### config.mk
export PLATFORM = sky130hd
export DESIGN_NAME = restoring_8_bit_divider
export DESIGN_NICKNAME = d
export VERILOG_FILES = /design/src/rtl/divider_pkg.sv /design/src/rtl/div_step.sv /design/src/rtl/restoring_8_bit_divider.sv
export SDC_FILE = /design/constraint.sdc
export NUM_CORES = 1
export LEC_CHECK = 0
export ABC_AREA = 1
export ABC_CLOCK_PERIOD_IN_PS = 5000
export CAP_MARGIN = 40
export CELL_PAD_IN_SITES_DETAIL_PLACEMENT = 0
export CELL_PAD_IN_SITES_GLOBAL_PLACEMENT = 1
export CORE_MARGIN = 2
export CORE_UTILIZATION = 31
export CTS_BUF_LIST = sky130_fd_sc_hd__clkbuf_16
export DETAILED_ROUTE_END_ITERATION = 8
export HOLD_SLACK_MARGIN = 0.05
export PLACE_DENSITY_LB_ADDON = 0.1
export SLEW_MARGIN = 40
export SYNTH_ARGS = -nofsm -noshare
export SYNTH_HDL_FRONTEND = slang
export SYNTH_HIERARCHICAL = 1
export SYNTH_SLANG_ARGS = --single-unit
### constraint.sdc
create_clock -name clk -period 5 [get_ports clk]
set_input_delay 0.75 -clock clk [delete_from_list [all_inputs] [get_ports clk]]
set_output_delay 0.75 -clock clk [all_outputs]
set_load 0.05 [all_outputs]
### src/rtl/divider_pkg.sv
// Shared constants and FSM state type for the restoring 8-bit divider.
package divider_pkg;

  localparam int unsigned WIDTH = 8;
  localparam int unsigned ITERS = 8;
  localparam int unsigned CNT_W = $clog2(ITERS);

  typedef enum logic [1:0] {
    IDLE,
    CALC,
    FIX,
    DONE
  } state_t;

endpackage

### src/rtl/div_step.sv
// One combinational restoring-division iteration: shift {rem,quo} left by one,
// trial-subtract the divisor and keep or restore the partial remainder.
module div_step
  import divider_pkg::*;
#(
  parameter int unsigned N = WIDTH
) (
  input  logic [N-1:0] i_rem,
  input  logic [N-1:0] i_quo,
  input  logic [N-1:0] i_div,
  output logic [N-1:0] o_rem,
  output logic [N-1:0] o_quo
);

  logic [N:0] w_shift;
  logic [N:0] w_diff;
  logic       w_ge;

  assign w_shift = {i_rem, i_quo[N-1]};
  assign w_diff  = w_shift - {1'b0, i_div};
  // Partial remainder is always below the divisor, so the N+1-bit difference
  // never overflows and its top bit is a reliable sign.
  assign w_ge    = ~w_diff[N];

  // Select difference or restored value and shift in the new quotient bit.
  always_comb begin
    o_rem = w_ge ? w_diff[N-1:0] : w_shift[N-1:0];
    o_quo = {i_quo[N-2:0], w_ge};
  end

endmodule

### src/rtl/restoring_8_bit_divider.sv
// Restoring 8-bit divider: FSM IDLE -> CALC (8 iterations) -> FIX -> DONE.
// A zero divisor skips CALC and reports DZ with Q=FF, R=A.
// Optional macro DIVIDER_SIGNED_EN enables two's-complement mode via Cont;
// without it Cont is ignored and OF is always 0.
module restoring_8_bit_divider
  import divider_pkg::*;
#(
  parameter int unsigned N = WIDTH
) (
  input  logic         clk,
  input  logic         rst,
  input  logic         start,
  input  logic [N-1:0] A,
  input  logic [N-1:0] B,
  input  logic         Cont,
  output logic [N-1:0] Q,
  output logic [N-1:0] R,
  output logic         busy,
  output logic         done,
  output logic         DZ,
  output logic         OF
);

  state_t             r_state;
  state_t             w_state_next;
  logic [CNT_W-1:0]   r_cnt;
  logic [N-1:0]       r_rem;
  logic [N-1:0]       r_quo;
  logic [N-1:0]       r_div;
  logic               r_neg_q;
  logic               r_neg_r;
  logic               r_ovf;
  logic               r_zero;
  logic [N-1:0]       r_q;
  logic [N-1:0]       r_r;
  logic               r_dz;
  logic               r_of;

  logic               w_signed;
  logic               w_zero;
  logic [N-1:0]       w_a_mag;
  logic [N-1:0]       w_b_mag;
  logic [N-1:0]       w_rem_next;
  logic [N-1:0]       w_quo_next;

`ifdef DIVIDER_SIGNED_EN
  assign w_signed = Cont;
`else
  logic w_unused_cont;
  assign w_unused_cont = Cont;
  assign w_signed      = 1'b0;
`endif

  assign w_zero  = (B == '0);
  assign w_a_mag = (w_signed && A[N-1]) ? -A : A;
  assign w_b_mag = (w_signed && B[N-1]) ? -B : B;

  div_step #(
    .N (N)
  ) u_div_step (
    .i_rem (r_rem),
    .i_quo (r_quo),
    .i_div (r_div),
    .o_rem (w_rem_next),
    .o_quo (w_quo_next)
  );

  // State register.
  always_ff @(posedge clk) begin
    if (rst) begin
      r_state <= IDLE;
    end else begin
      r_state <= w_state_next;
    end
  end

  // Next-state logic; a zero divisor routes through FIX so DONE lands one edge later.
  always_comb begin
    w_state_next = r_state;
    unique case (r_state)
      IDLE: if (start) w_state_next = w_zero ? FIX : CALC;
      CALC: if (r_cnt == CNT_W'(ITERS - 1)) w_state_next = FIX;
      FIX:  w_state_next = DONE;
      DONE: w_state_next = IDLE;
      default: w_state_next = IDLE;
    endcase
  end

  // Operand latch, iteration datapath and result registers.
  always_ff @(posedge clk) begin
    if (rst) begin
      r_cnt   <= '0;
      r_rem   <= '0;
      r_quo   <= '0;
      r_div   <= '0;
      r_neg_q <= 1'b0;
      r_neg_r <= 1'b0;
      r_ovf   <= 1'b0;
      r_zero  <= 1'b0;
      r_q     <= '0;
      r_r     <= '0;
      r_dz    <= 1'b0;
      r_of    <= 1'b0;
    end else begin
      unique case (r_state)
        IDLE: begin
          if (start) begin
            r_cnt   <= '0;
            // For a zero divisor the dividend parks in r_rem to become R.
            r_rem   <= w_zero ? A : '0;
            r_quo   <= w_a_mag;
            r_div   <= w_b_mag;
            r_neg_q <= !w_zero && w_signed && (A[N-1] ^ B[N-1]);
            r_neg_r <= !w_zero && w_signed && A[N-1];
            r_ovf   <= w_signed && (A == {1'b1, {(N-1){1'b0}}}) && (B == '1);
            r_zero  <= w_zero;
            r_dz    <= 1'b0;
            r_of    <= 1'b0;
          end
        end
        CALC: begin
          r_rem <= w_rem_next;
          r_quo <= w_quo_next;
          r_cnt <= r_cnt + 1'b1;
        end
        FIX: begin
          if (r_zero) begin
            r_q  <= '1;
            r_r  <= r_rem;
            r_dz <= 1'b1;
            r_of <= 1'b0;
          end else begin
            r_q  <= r_neg_q ? -r_quo : r_quo;
            r_r  <= r_neg_r ? -r_rem : r_rem;
            r_of <= r_ovf;
          end
        end
        default: ;
      endcase
    end
  end

  assign busy = (r_state != IDLE);
  assign done = (r_state == DONE);
  assign Q    = r_q;
  assign R    = r_r;
  assign DZ   = r_dz;
  assign OF   = r_of;

endmodule

After elaboration in Yosys (flattened, before gate mapping)
Index checks and enable logic that the tools add are counted.
- register bits after elaboration: 48
- latch bits: 0
- RAM bits: 0
- bits in read-only memories: 0
- input port bits: 20
- output and inout bits: 20
- logic and storage cells: 47
- memories: 0
- add/sub/neg operators: 2
- multiply operators: 0
- divide/modulo/power cells: 0
- $lt $le $gt $ge: 0
- equal/unequal tests: 7
- shift operators: 0
- muxes and demuxes: 17
- bitwise logic cells: 1
- reductions and logical operators: 10
- operators with widths (cell ; number):
    2-to-1 mux 8 bit ; 5
    one-hot mux 8 bit (2 select lines) ; 2
    subtractor 9 x 8 -> 9 bit ; 1
    logical NOT 8 bit ; 1
    one-hot mux 2 bit (4 select lines) ; 1
    AND reduction 2 bit ; 4
    2-to-1 mux 2 bit ; 3
    inequality test 2 bit (second input constant) ; 3
    one-hot mux 3 bit (2 select lines) ; 1
    nonzero test 2 bit ; 3
    == test 2 bit (second input constant) ; 2
    one-hot mux 1 bit (2 select lines) ; 2
    adder 3 x 1 -> 3 bit (second input constant) ; 1
    == test 3 bit (second input constant) ; 1
    2-to-1 mux 3 bit ; 1
    AND reduction 3 bit ; 1
    == test 2 x 1 -> 1 bit (second input constant) ; 1
    logical NOT 2 bit ; 1
    2-to-1 mux 1 bit ; 2
    inverter 1 bit ; 1

Depth between registers and ports, before layout
Gate-level depths: netlist of the first run.
- depth in word-level cells: 4
- gate-level depth with buffers: 15
- mapped depth without buffers: 14

Cells and area by module
Netlist of the first run, hierarchy kept.
- modules (own cells, without submodules) (module ; instances ; cells an instance ; area an instance (µm²) ; sequential area each (µm²)):
    restoring_8_bit_divider ; 1 ; 256 ; 1994.4 ; 940.9
    div_step ; 1 ; 113 ; 648.1 ; 0.0

Least setup slack after synthesis of the first run
OpenSTA, ideal clock, no wires.
- path type: flip-flop to flip-flop
- from: reg r_quo[7]
- to: reg r_quo[0]
- library setup time: 0.119 ns
- data arrival time: 1.843 ns
- data required time: 4.881 ns
- setup slack: 3.038 ns
- stages on the path, launching flop included: 16
- path buffers: 1
- clock period less this slack: 1.962 ns
- cells stage by stage: dfxtp_1 > inv_1 > ha_1 > inv_1 > fa_1 > nand2_1 > nand2_1 > nand3_2 > nand2_2 > nand2_4 > nand2_8 > buf_4 > nand2_1 > nand2_1 > o21ai_0 > a21oi_1
- longest elaborated chain between the ends: 3
- ends and longest elaborated chain (what ; line ; RTL):
    from (decl) ; restoring_8_bit_divider.sv:28 ; logic [N-1:0] r_quo;
    from (signal assigned) ; restoring_8_bit_divider.sv:111 ; r_quo <= w_a_mag;
    from (signal assigned) ; restoring_8_bit_divider.sv:123 ; r_quo <= w_quo_next;
    subtractor 9 x 8 -> 9 bit ; div_step.sv:20 ; assign w_diff = w_shift - {1'b0, i_div};
    inverter 1 bit ; div_step.sv:23 ; assign w_ge = ~w_diff[N];
    named net u_div_step.w_ge ; div_step.sv:17 ; logic w_ge;
    one-hot mux 8 bit (2 select lines) ; restoring_8_bit_divider.sv:105 ; unique case (r_state)
The timed path passes the listed nets, and every way through them passes these cells.
A chain may end at the register's enable or synchronous reset.

Final worst setup path of the first run
- from: reg r_state[0]
- to: out busy
- longest elaborated chain between the ends: 1
- ends and longest elaborated chain (what ; line ; RTL):
    from (decl) ; restoring_8_bit_divider.sv:24 ; state_t r_state;
    from (signal assigned) ; restoring_8_bit_divider.sv:73 ; r_state <= w_state_next;
    nonzero test 2 bit ; restoring_8_bit_divider.sv:143 ; assign busy = (r_state != IDLE);
    to (decl) ; restoring_8_bit_divider.sv:18 ; output logic busy,
Every way passes these cells.

==> run_results.csv, run 1 <==
group,metric,value,unit
synthesis,yosysTopAreaCellShare,0.356,
clock_network,insertion_delay,290,ps
setup_path,endpoint,"busy",
finish,nets,428,
synthesis,syn_area_per_cell,7.16,um^2
synthesis,yosysMostFrequentCell,"nand2_1",
setup_path,cp_max_fo,5,
finish,area_growth,18.9,%
die,dieArea,9280,um^2
synthesis,synth_edf_count,0,
setup_path,cp_num_cells,4,
die,die_w,96.3,um
setup_path,slowest_delay,810,ps
die,num_io_pins,40,
synthesis,yosys-top-cells-area,"dfxtp_1 (36%), nand2_1 (11%), o21ai_0 (7.6%)",
drt,postRouteAntennaNets,0,
clock_network,cts_tree,"yes",
clock_network,postCtsHoldBufs,0,
placed_design,hpwl,4850,um
sta,fin_crit_sh,0.537,
drt,finalWirelength,6630,um
sta,hold_viol,0,
sta,setup_ws,2310,ps
clock_network,post_cts_buffers,0,
sta,fin_tns_setup,0,ps
min_path,hp-class,"flip-flop to flip-flop",
setup_path,endpoint_kind,"output pin",
setup_path,crit_top_cell,"inv_1",
sta,rsz0062_at_grt,"no",
setup_path,crit_slowest_cell,"clkdlybuf4s50_1",
setup_path,worst_r2r_path_depth,8,
synthesis,yosys_register_bits,47,
global_route,grt_pass1_wl,11000,um
clock_network,cts_root_buf,"clkbuf_16",
synthesis,postSynthCellCount,369,
die,coreArea,8260,um^2
sta,max_clock_freq,372,MHz
synthesis,ys_warn_count,6,
die,start_util,0.320,
power_and_ir_drop,vdd_drop_max,246,uV
power_and_ir_drop,power,0.00236,W
setup_path,r2r_setup_slack,2700,ps
sta,maxSlewHeadroom,0.546,
drt,wl_per_cell,13.3,um
global_route,grt_max_degree,45,
synthesis,synth_common_cells,"nand2_1 (74), dfxtp_1 (47), nor2_1 (41), o21ai_0 (40), inv_1 (39)",
placed_design,placed_cells,491,
sta,finalSetupViolations,0,
clock_network,htreeDepth,2,
placed_design,portBuffers,37,
sta,slew_violations,0,
drt,drc_errors,0,
clock_network,cts_buffers,5,
drt,first_iter_violations,89,
setup_path,critPathLaunchType,"flip-flop",
finish,drive_above_1_share,0.0867,
setup_path,path_cells,"inv_1, ha_1, inv_1, clkdlybuf4s50_1",
sta,tightest_slew,681,ps
setup_path,r2r-start,"r_state[1]",
sta,finalClockSkew,5.13,ps
drt,vias_per_cell,4.69,
synthesis,synth_area_leader_cell,"dfxtp_1",
placed_design,pre_cts_ws,2470,ps
synthesis,async_reset_ff_frac,0,
clock_network,cts_resized,0,
setup_path,startpoint,"r_state[0]",
setup_path,crit_family,"buffers and inverters",
placed_design,place_congestion,0.762,
synthesis,syn_area,2640,um^2
clock_network,cts_buffer_depth,2,
finish,diodes,0,
global_route,overflow,0,
setup_path,r2r-end,"r_quo[0]",
finish,final_cells,497,
run,drv_cap,0,
setup_path,cp.required,4250,ps
drt,first_pass_iters,4,
die,die_h,96.3,um
synthesis,seq_area_frac_synth,0.356,
global_route,grt_antenna_before_repair,0,
power_and_ir_drop,cellLeakagePower,1.39,nW
synthesis,syn_nets,404,
sta,min_period,2690,ps
clock_network,clock-sinks,47,
drt,vias,2329,
setup_path,cp_num_buf_inv,3,
clock_network,clkSlewWorstSetupHoldPaths,70,ps
setup_path,criticalPathCategory,"flip-flop to output pin",
power_and_ir_drop,power_density,751,nW/um^2
synthesis,synth_flop_cell,"dfxtp_1",
run_status,status,"finished clean",
die,std_cell_rows,33,
global_route,grt_pass1_vias,2170,
setup_path,cp.arrival,1940,ps
global_route,track_usage,0.155,
synthesis,synth_cell_type_count,35,
worst reg2reg max path: stages (launching register included):
cell	delay [ps]
dfxtp_1	340
inv_1	80
ha_1	150
buf_4	290
inv_2	220
o21ai_2	440
inv_2	350
o21ai_0	250
a21oi_1	60
layout make-up:
cell class,instances,area (um^2)
Fill cell,878,5110
Multi-Input combinational cell,257,1390
Sequential cell,47,941
Timing Repair Buffer,39,385
Inverter,43,161
Tap cell,105,131
Clock buffer,5,125
Clock inverter,1,7.51
through the flow:
step	area, um^2	hold WS (ps)	utilization
global route	3140	495	0.381
global placement	3010	445	0.365
CTS	3140	459	0.381
detailed placement	3010	447	0.365
finish	3140	456	0.381
floorplan	2640	437	-
state kept, by name, indices dropped and copies added (netlist names):
signal,cells
r_quo,8
Q,8
r_rem,8
r_zero,1
R,8
r_cnt,3
DZ,1
r_state,2
r_div,8
worst min path at each step:
stage	to	slack (ps)	cells past startpoint	start
floorplan	r_cnt[1]	440	2	r_cnt[1]
global placement	DZ	440	2	DZ
detailed placement	DZ	450	2	DZ
CTS	DZ	460	2	DZ
global route	r_cnt[1]	500	2	r_cnt[1]
finish	DZ	460	2	DZ
cell families (layout without fill, tap and decap cells):
| family | Yosys count | count (layout) | synth area share |
|---|---|---|---|
| fa+ha+maj | 15 | 15 | 0.0739 |
| compound gates | 86 | 86 | 0.188 |
| simple gates | 152 | 152 | 0.253 |
| xor+xnor | 3 | 3 | 0.00994 |
| other cells | 1 | 1 | 0.00142 |
| buf+inv | 65 | 88 | 0.117 |
| flops | 47 | 47 | 0.356 |
layout by cell type, fill, tap and decap left out, types with 2 or more instances in the layout:
cell | synthesis | routed
clkbuf_16 | 0 | 5
buf_4 | 13 | 2
o21ai_2 | 3 | 3
a21oi_2 | 8 | 8
ha_1 | 14 | 14
o21ai_0 | 40 | 40
clkdlybuf4s50_1 | 0 | 37
a21oi_1 | 30 | 30
inv_1 | 39 | 39
nand2_1 | 74 | 74
nand3_1 | 25 | 25
inv_2 | 2 | 2
clkinv_1 | 2 | 2
dfxtp_1 | 47 | 47
nand2_2 | 3 | 3
nor2_1 | 41 | 41
nor2_2 | 2 | 2
xnor2_1 | 2 | 2
report_power, final:
part           leakage (nW)  total, W  switching (W)  internal, W
logic                 0.944   0.00142       0.000943     0.000479
clock network        0.0618  0.000324       0.000144     0.000180
registers             0.387  0.000613       0.000106     0.000507
total                  1.39   0.00236        0.00119      0.00117
per-layer routing:
layer | global-route usage | routed length (um) | vias to the layer above
li1 | - | - | 1223
met1 | 0.226 | 3520 | 1058
met2 | 0.225 | 2780 | 40
met3 | 0.0345 | 251 | 8
met4 | 0.0458 | 76 | 0
met5 | 0 | 0 | -
Note: power is estimated with default switching activity, not from simulation.
==> run 2, diff against run 1 <==
--- a/config.mk
+++ b/config.mk
@@ -6,7 +6,7 @@
 export NUM_CORES = 1
 export LEC_CHECK = 0
 export ABC_AREA = 1
-export ABC_CLOCK_PERIOD_IN_PS = 5000
+export ABC_CLOCK_PERIOD_IN_PS = 2200
 export CAP_MARGIN = 40
 export CELL_PAD_IN_SITES_DETAIL_PLACEMENT = 0
 export CELL_PAD_IN_SITES_GLOBAL_PLACEMENT = 1
==> constraint.sdc (replaced) <==
create_clock -name clk -period 2.2 [get_ports clk]
set_input_delay 0.33 -clock clk [delete_from_list [all_inputs] [get_ports clk]]
set_output_delay 0.33 -clock clk [all_outputs]
set_load 0.05 [all_outputs]
==> run 2 against run 1 <==
Effect of this change:
- clock skew shrank 0.73 ps
- cell count grew 2.2%
- highest routed layer unchanged
- die area stayed put
- core utilization grew 1.0 points
- worst hold slack got worse by 0.51 ps
- sequential cell count unchanged
- sequential share of layout area down 0.80 points
- critical path depth increased by 10
- setup slack got worse by 2100 ps
- global-route usage increased by 0.18 points
- sequential power up 120%
==> run_results.csv, run 2 (same netlist as run 1, synthesis figures left out) <==
group,metric,value,unit
setup_path,cp_num_buf_inv,2,
setup_path,crit_family,"simple AND/OR/NAND/NOR gates",
die,coreArea,8260,um^2
clock_network,cts_buffers,5,
global_route,grt_pass1_wl,11100,um
setup_path,cp_num_cells,14,
die,start_util,0.320,
finish,drive_above_1_share,0.109,
setup_path,crit_slowest_cell,"fa_1",
global_route,track_usage,0.156,
setup_path,r2r-end,"r_quo[0]",
clock_network,cts_tree,"yes",
sta,rsz0062_at_grt,"no",
global_route,grt_antenna_before_repair,0,
min_path,hold_depth,2,
drt,first_pass_iters,4,
global_route,overflow,0,
die,die_h,96.3,um
global_route,grt_pass1_vias,2169,
finish,layout_common_cells,"nand2_1 (74), dfxtp_1 (47), nor2_1 (41), inv_1 (40), o21ai_0 (40)",
min_path,holdCritStartpoint,"DZ",
setup_path,criticalPathCategory,"flip-flop to flip-flop",
die,num_io_pins,40,
drt,wl_per_cell,13.2,um
clock_network,cts_resized,0,
drt,vias,2336,
clock_network,post_cts_buffers,0,
sta,fin_crit_sh,0.925,
placed_design,place_congestion,0.712,
sta,min_period,2030,ps
clock_network,htreeDepth,2,
setup_path,cp.required,2360,ps
clock_network,insertion_delay,290,ps
clock_network,cts_root_buf,"clkbuf_16",
setup_path,slowest_delay,410,ps
setup_path,cp_max_fo,9,
sta,max_clock_freq,491,MHz
finish,nets,437,
drt,vias_per_cell,4.60,
setup_path,endpoint_kind,"flip-flop",
power_and_ir_drop,cellLeakagePower,1.45,nW
global_route,grt_max_degree,25,
placed_design,hpwl,4970,um
drt,drc_errors,0,
die,die_w,96.3,um
sta,slew_violations,0,
sta,finalClockSkew,4.40,ps
clock_network,cts_buffer_depth,2,
die,std_cell_rows,33,
sta,maxSlewHeadroom,0.655,
sta,hold_viol,0,
finish,diodes,0,
sta,fin_tns_setup,0,ps
drt,finalWirelength,6690,um
setup_path,worst_r2r_path_depth,14,
power_and_ir_drop,power,0.00547,W
setup_path,cp.arrival,2200,ps
drt,first_iter_violations,59,
finish,nFillCells,901,
setup_path,critPathLaunchType,"flip-flop",
power_and_ir_drop,power_density,1690,nW/um^2
setup_path,r2r-start,"r_quo[7]",
finish,layout_commonest_cell,"nand2_1",
sta,finalSetupViolations,0,
placed_design,portBuffers,37,
clock_network,clock-sinks,47,
setup_path,r2r_setup_slack,170,ps
min_path,hp-class,"flip-flop to flip-flop",
run_status,status,"finished clean",
clock_network,postCtsHoldBufs,0,
setup_path,crit_top_cell,"nand2_1",
clock_network,clkSlewWorstSetupHoldPaths,70,ps
run,drv_cap,0,
finish,area_growth,22.2,%
die,dieArea,9280,um^2
power_and_ir_drop,vdd_drop_max,709,uV
sta,tightest_slew,516,ps
min_path,whs_endpoint,"DZ",
drt,postRouteAntennaNets,0,
setup_path,path_cells,"inv_1, ha_1, inv_1, fa_1, nand2_1, nand2_1, nand3_2, nand2_2, nand2_4, nand2_8, nand2_1, nand2_1, o21ai_0, a21oi_1",
run 2: area by class of cell:
class | count | area (um^2) | share of cell area
Clock inverter | 3 | 16.3 | 0.00504
Sequential cell | 47 | 941 | 0.291
Multi-Input combinational cell | 257 | 1390 | 0.431
Timing Repair Buffer | 48 | 463 | 0.143
Clock buffer | 5 | 125 | 0.0387
Inverter | 43 | 161 | 0.0500
Tap cell | 105 | 131 | 0.0407
run 2: power breakdown:
part | leakage, nW | switching, W | internal [W]
Combinational | 0.995 | 0.00219 | 0.00117
Clock | 0.0726 | 0.000337 | 0.000416
Sequential | 0.387 | 0.000208 | 0.00115
Total | 1.45 | 0.00274 | 0.00273
run 2: how the worst max path moves through the flow:
stage / start / to / slack, ps
2_1_floorplan: r_quo[7] / r_quo[0] / 240
3_3_place_gp: r_quo[7] / r_quo[0] / 160
3_5_place_dp: r_quo[7] / r_quo[0] / 160
4_1_cts: r_quo[7] / r_quo[0] / 130
5_1_grt: r_quo[7] / r_quo[0] / 10
6_report: r_quo[7] / r_quo[0] / 170
run 2: worst min-delay path: cells and delay by family (launching register included):
family	cells	cell delay, ps
flops	1	310
buf+inv	1	50
compound gates	1	50
run 2: stage by stage:
| stage | util | setup slack (ps) | instance area [um^2] | hold WS [ps] | instances |
|---|---|---|---|---|---|
| 2_1_floorplan | - | 238 | 2640 | 399 | 369 |
| 5_1_grt | 0.391 | 10.4 | 3230 | 493 | 508 |
| 3_3_place_gp | 0.374 | 162 | 3090 | 453 | 500 |
| 3_5_place_dp | 0.374 | 160 | 3090 | 449 | 500 |
| 4_1_cts | 0.391 | 134 | 3230 | 467 | 508 |
| 6_report | 0.391 | 165 | 3230 | 455 | 508 |
run 2: layer usage:
layer / global-route usage / share of wire / vias to the layer above
met5: 0 / 0 / -
met4: 0.0423 / 0.013 / 0
met3: 0.0352 / 0.036 / 9
met2: 0.228 / 0.43 / 32
met1: 0.230 / 0.52 / 1052
li1: - / - / 1243
==> run 3, diff against run 2 <==
--- a/config.mk
+++ b/config.mk
@@ -5,16 +5,13 @@
 export SDC_FILE = /design/constraint.sdc
 export NUM_CORES = 1
 export LEC_CHECK = 0
-export ABC_AREA = 1
 export ABC_CLOCK_PERIOD_IN_PS = 2200
 export CAP_MARGIN = 40
 export CELL_PAD_IN_SITES_DETAIL_PLACEMENT = 0
 export CELL_PAD_IN_SITES_GLOBAL_PLACEMENT = 1
-export CORE_MARGIN = 2
 export CORE_UTILIZATION = 31
 export CTS_BUF_LIST = sky130_fd_sc_hd__clkbuf_16
 export DETAILED_ROUTE_END_ITERATION = 8
-export HOLD_SLACK_MARGIN = 0.05
 export PLACE_DENSITY_LB_ADDON = 0.1
 export SLEW_MARGIN = 40
 export SYNTH_ARGS = -nofsm -noshare
==> run 3 against run 2 <==
Effect of this change:
- the flow now finishes with violations (negative setup slack)
- routed wire length down 7.7%
- global-route usage down 0.65 points
- die area down 5.4%
- largest power group unchanged
==> run_results.csv, run 3 <==
group,metric,value,unit
run_status,status,"finished, violations left",
run_status,failed_checks,"negative setup slack",
synthesis,synth_common_cells,"dfxtp_1 (47), nor2_1 (38), nand2_1 (30), a21oi_1 (16), ha_1 (14)",
clock_network,insertion_delay,290,ps
global_route,grt_pass1_vias,2000,
synthesis,syn_area,2600,um^2
power_and_ir_drop,power_density,832,nW/um^2
run,drv_cap,0,
sta,holdWs,427,ps
drt,vias,2113,
finish,layout_commonest_cell,"dfxtp_1",
placed_design,hpwl,4550,um
die,die_h,93.7,um
sta,hold_viol,0,
min_path,hp-class,"primary input to flip-flop",
finish,layout_common_cells,"dfxtp_1 (45), nor2_1 (38), clkdlybuf4s50_1 (35), nand2_1 (30), buf_4 (26)",
clock_network,cts_buffer_depth,2,
synthesis,async_reset_ff_frac,0,
placed_design,placed_cells,428,
global_route,grt_max_degree,36,
synthesis,synth_cell_type_count,46,
placed_design,place_congestion,0.769,
die,dieArea,8770,um^2
die,coreArea,8180,um^2
synthesis,postSynthCellCount,287,
placed_design,pre_cts_ws,-217,ps
clock_network,clock-sinks,47,
finish,multi_input_area,1510,um^2
finish,regArea,943,um^2
synthesis,yosys-top-cells-area,"dfxtp_1 (36%), ha_1 (6.7%), nor2_1 (5.5%)",
synthesis,yosysTopAreaCellShare,0.361,
global_route,grt_antenna_before_repair,0,
clock_network,clkSlewWorstSetupHoldPaths,70,ps
drt,wl_per_cell,14.2,um
setup_path,cp.required,2350,ps
die,num_io_pins,40,
synthesis,ys_warn_count,6,
die,start_util,0.319,
finish,nets,365,
sta,fin_crit_sh,1.07,
drt,postRouteAntennaNets,0,
setup_path,worst_r2r_path_depth,12,
global_route,grt_pass1_wl,10200,um
finish,area_growth,29.3,%
setup_path,criticalPathCategory,"flip-flop to flip-flop",
clock_network,cts_root_buf,"clkbuf_16",
drt,vias_per_cell,4.85,
drt,finalWirelength,6180,um
clock_network,htreeDepth,2,
sta,finalClockSkew,8.62,ps
setup_path,cp.arrival,2510,ps
setup_path,critPathLaunchType,"flip-flop",
finish,nFillCells,848,
synthesis,yosys_register_bits,47,
sta,rsz0062_at_grt,"yes",
synthesis,syn_nets,322,
die,die_w,93.7,um
sta,setup_ws,-163,ps
die,std_cell_rows,33,
sta,fin_tns_setup,-1120,ps
sta,maxSlewHeadroom,0.557,
drt,first_iter_violations,100,
setup_path,cp_max_fo,9,
sta,finalSetupViolations,8,
synthesis,syn_area_per_cell,9.08,um^2
finish,diodes,0,
synthesis,synth_flop_cell,"dfxtp_1",
power_and_ir_drop,cellLeakagePower,1.27,nW
sta,tightest_slew,652,ps
drt,drc_errors,0,
global_route,track_usage,0.150,
clock_network,cts_tree,"yes",
synthesis,seq_area_frac_synth,0.361,
sta,slew_violations,0,
sta,min_period,2360,ps
synthesis,synth_area_leader_cell,"dfxtp_1",
finish,final_cells,436,
synthesis,synth_edf_count,0,
sta,max_clock_freq,423,MHz
setup_path,endpoint_kind,"flip-flop",
clock_network,cts_buffers,5,
global_route,overflow,0,
min_path,hold_depth,2,
finish,drive_above_1_share,0.208,
power_and_ir_drop,vdd_drop_max,375,uV
placed_design,portBuffers,37,
drt,first_pass_iters,4,
synthesis,yosysMostFrequentCell,"dfxtp_1",
-- run 3: changes by cell type after synthesis, sizes merged, moves of 10 or more --
| cell | previous run | this run |
|---|---|---|
| nand3 | 27 | 3 |
| nand2 | 79 | 30 |
| a32oi | 0 | 10 |
| inv | 41 | 12 |
| mux2i | 0 | 10 |
| a21oi | 39 | 17 |
| o21ai | 44 | 2 |
| nand2b | 0 | 13 |
-- run 3: repair_timing --
action,CTS,global route
gates resized for setup,0,2
pin swaps,4,2
endpoints found under the hold margin,0,0
hold buffers,0,0
endpoints found under the setup margin,8,8
buffers inserted,1,0
-- run 3: path summary, 6_finish.rpt --
check | slack [ps] | from | to
worst max-delay path | -160 | r_quo[7] | r_rem[3]
worst max register to register | -160 | r_quo[7] | r_rem[3]
worst min-delay path | 430 | rst | r_zero
worst min register to register | 460 | r_div[1] | r_div[1]
-- run 3: power by group --
part	switching (W)	internal, W	leakage [nW]	total [W]
Combinational	0.000490	0.000471	0.800	0.000961
Clock	0.000340	0.000542	0.0844	0.000882
Sequential	0.0000449	0.000915	0.383	0.000960
Total	0.000874	0.00193	1.27	0.00280
-- run 3: area by class of cell --
cell class,instances,share of cell area
flip-flops and latches,47,0.280
clock inverters,3,0.0141
well taps,105,0.0390
repair buffers,63,0.169
inverters,12,0.0134
clock buffers,5,0.0371
multi-input cells,201,0.447
-- run 3: critical path, cell delays in order, from the launching register on --
cell     delay [ps]
dfxtp_2         330
inv_2            70
ha_4            130
inv_2            30
fa_2            350
a21o_1          190
a21oi_4         160
o31ai_4          90
xor2_4          160
buf_12          160
mux2_4          290
a32oi_1         170
o22ai_1          90
-- run 3: stage by stage --
stage	power [W]	utilization	cell area, um^2
global placement	0.00195	0.389	3180
global route	0.00297	0.412	3370
floorplan	0.00172	-	2660
detailed placement	0.00194	0.389	3180
CTS	0.00284	0.410	3350
finish	0.00280	0.412	3370
-- run 3: cell families (layout without fill, tap and decap cells) --
family,after synthesis,count (layout),share of synthesized area
AOI/OAI and AO/OA,64,64,0.197
xor gates and xnor gates,5,5,0.0240
adders and majority gates,15,15,0.0749
buffers and inverters,39,83,0.0869
DFF,47,47,0.361
muxes,19,19,0.0788
other,1,1,0.00144
and+or+nand+nor,97,97,0.175
-- run 3: routing by layer --
metal  GRT usage  wire length [um]
met1       0.217              3170
met2       0.225              2760
met3      0.0259               173
met4      0.0462                66
met5           0                 0
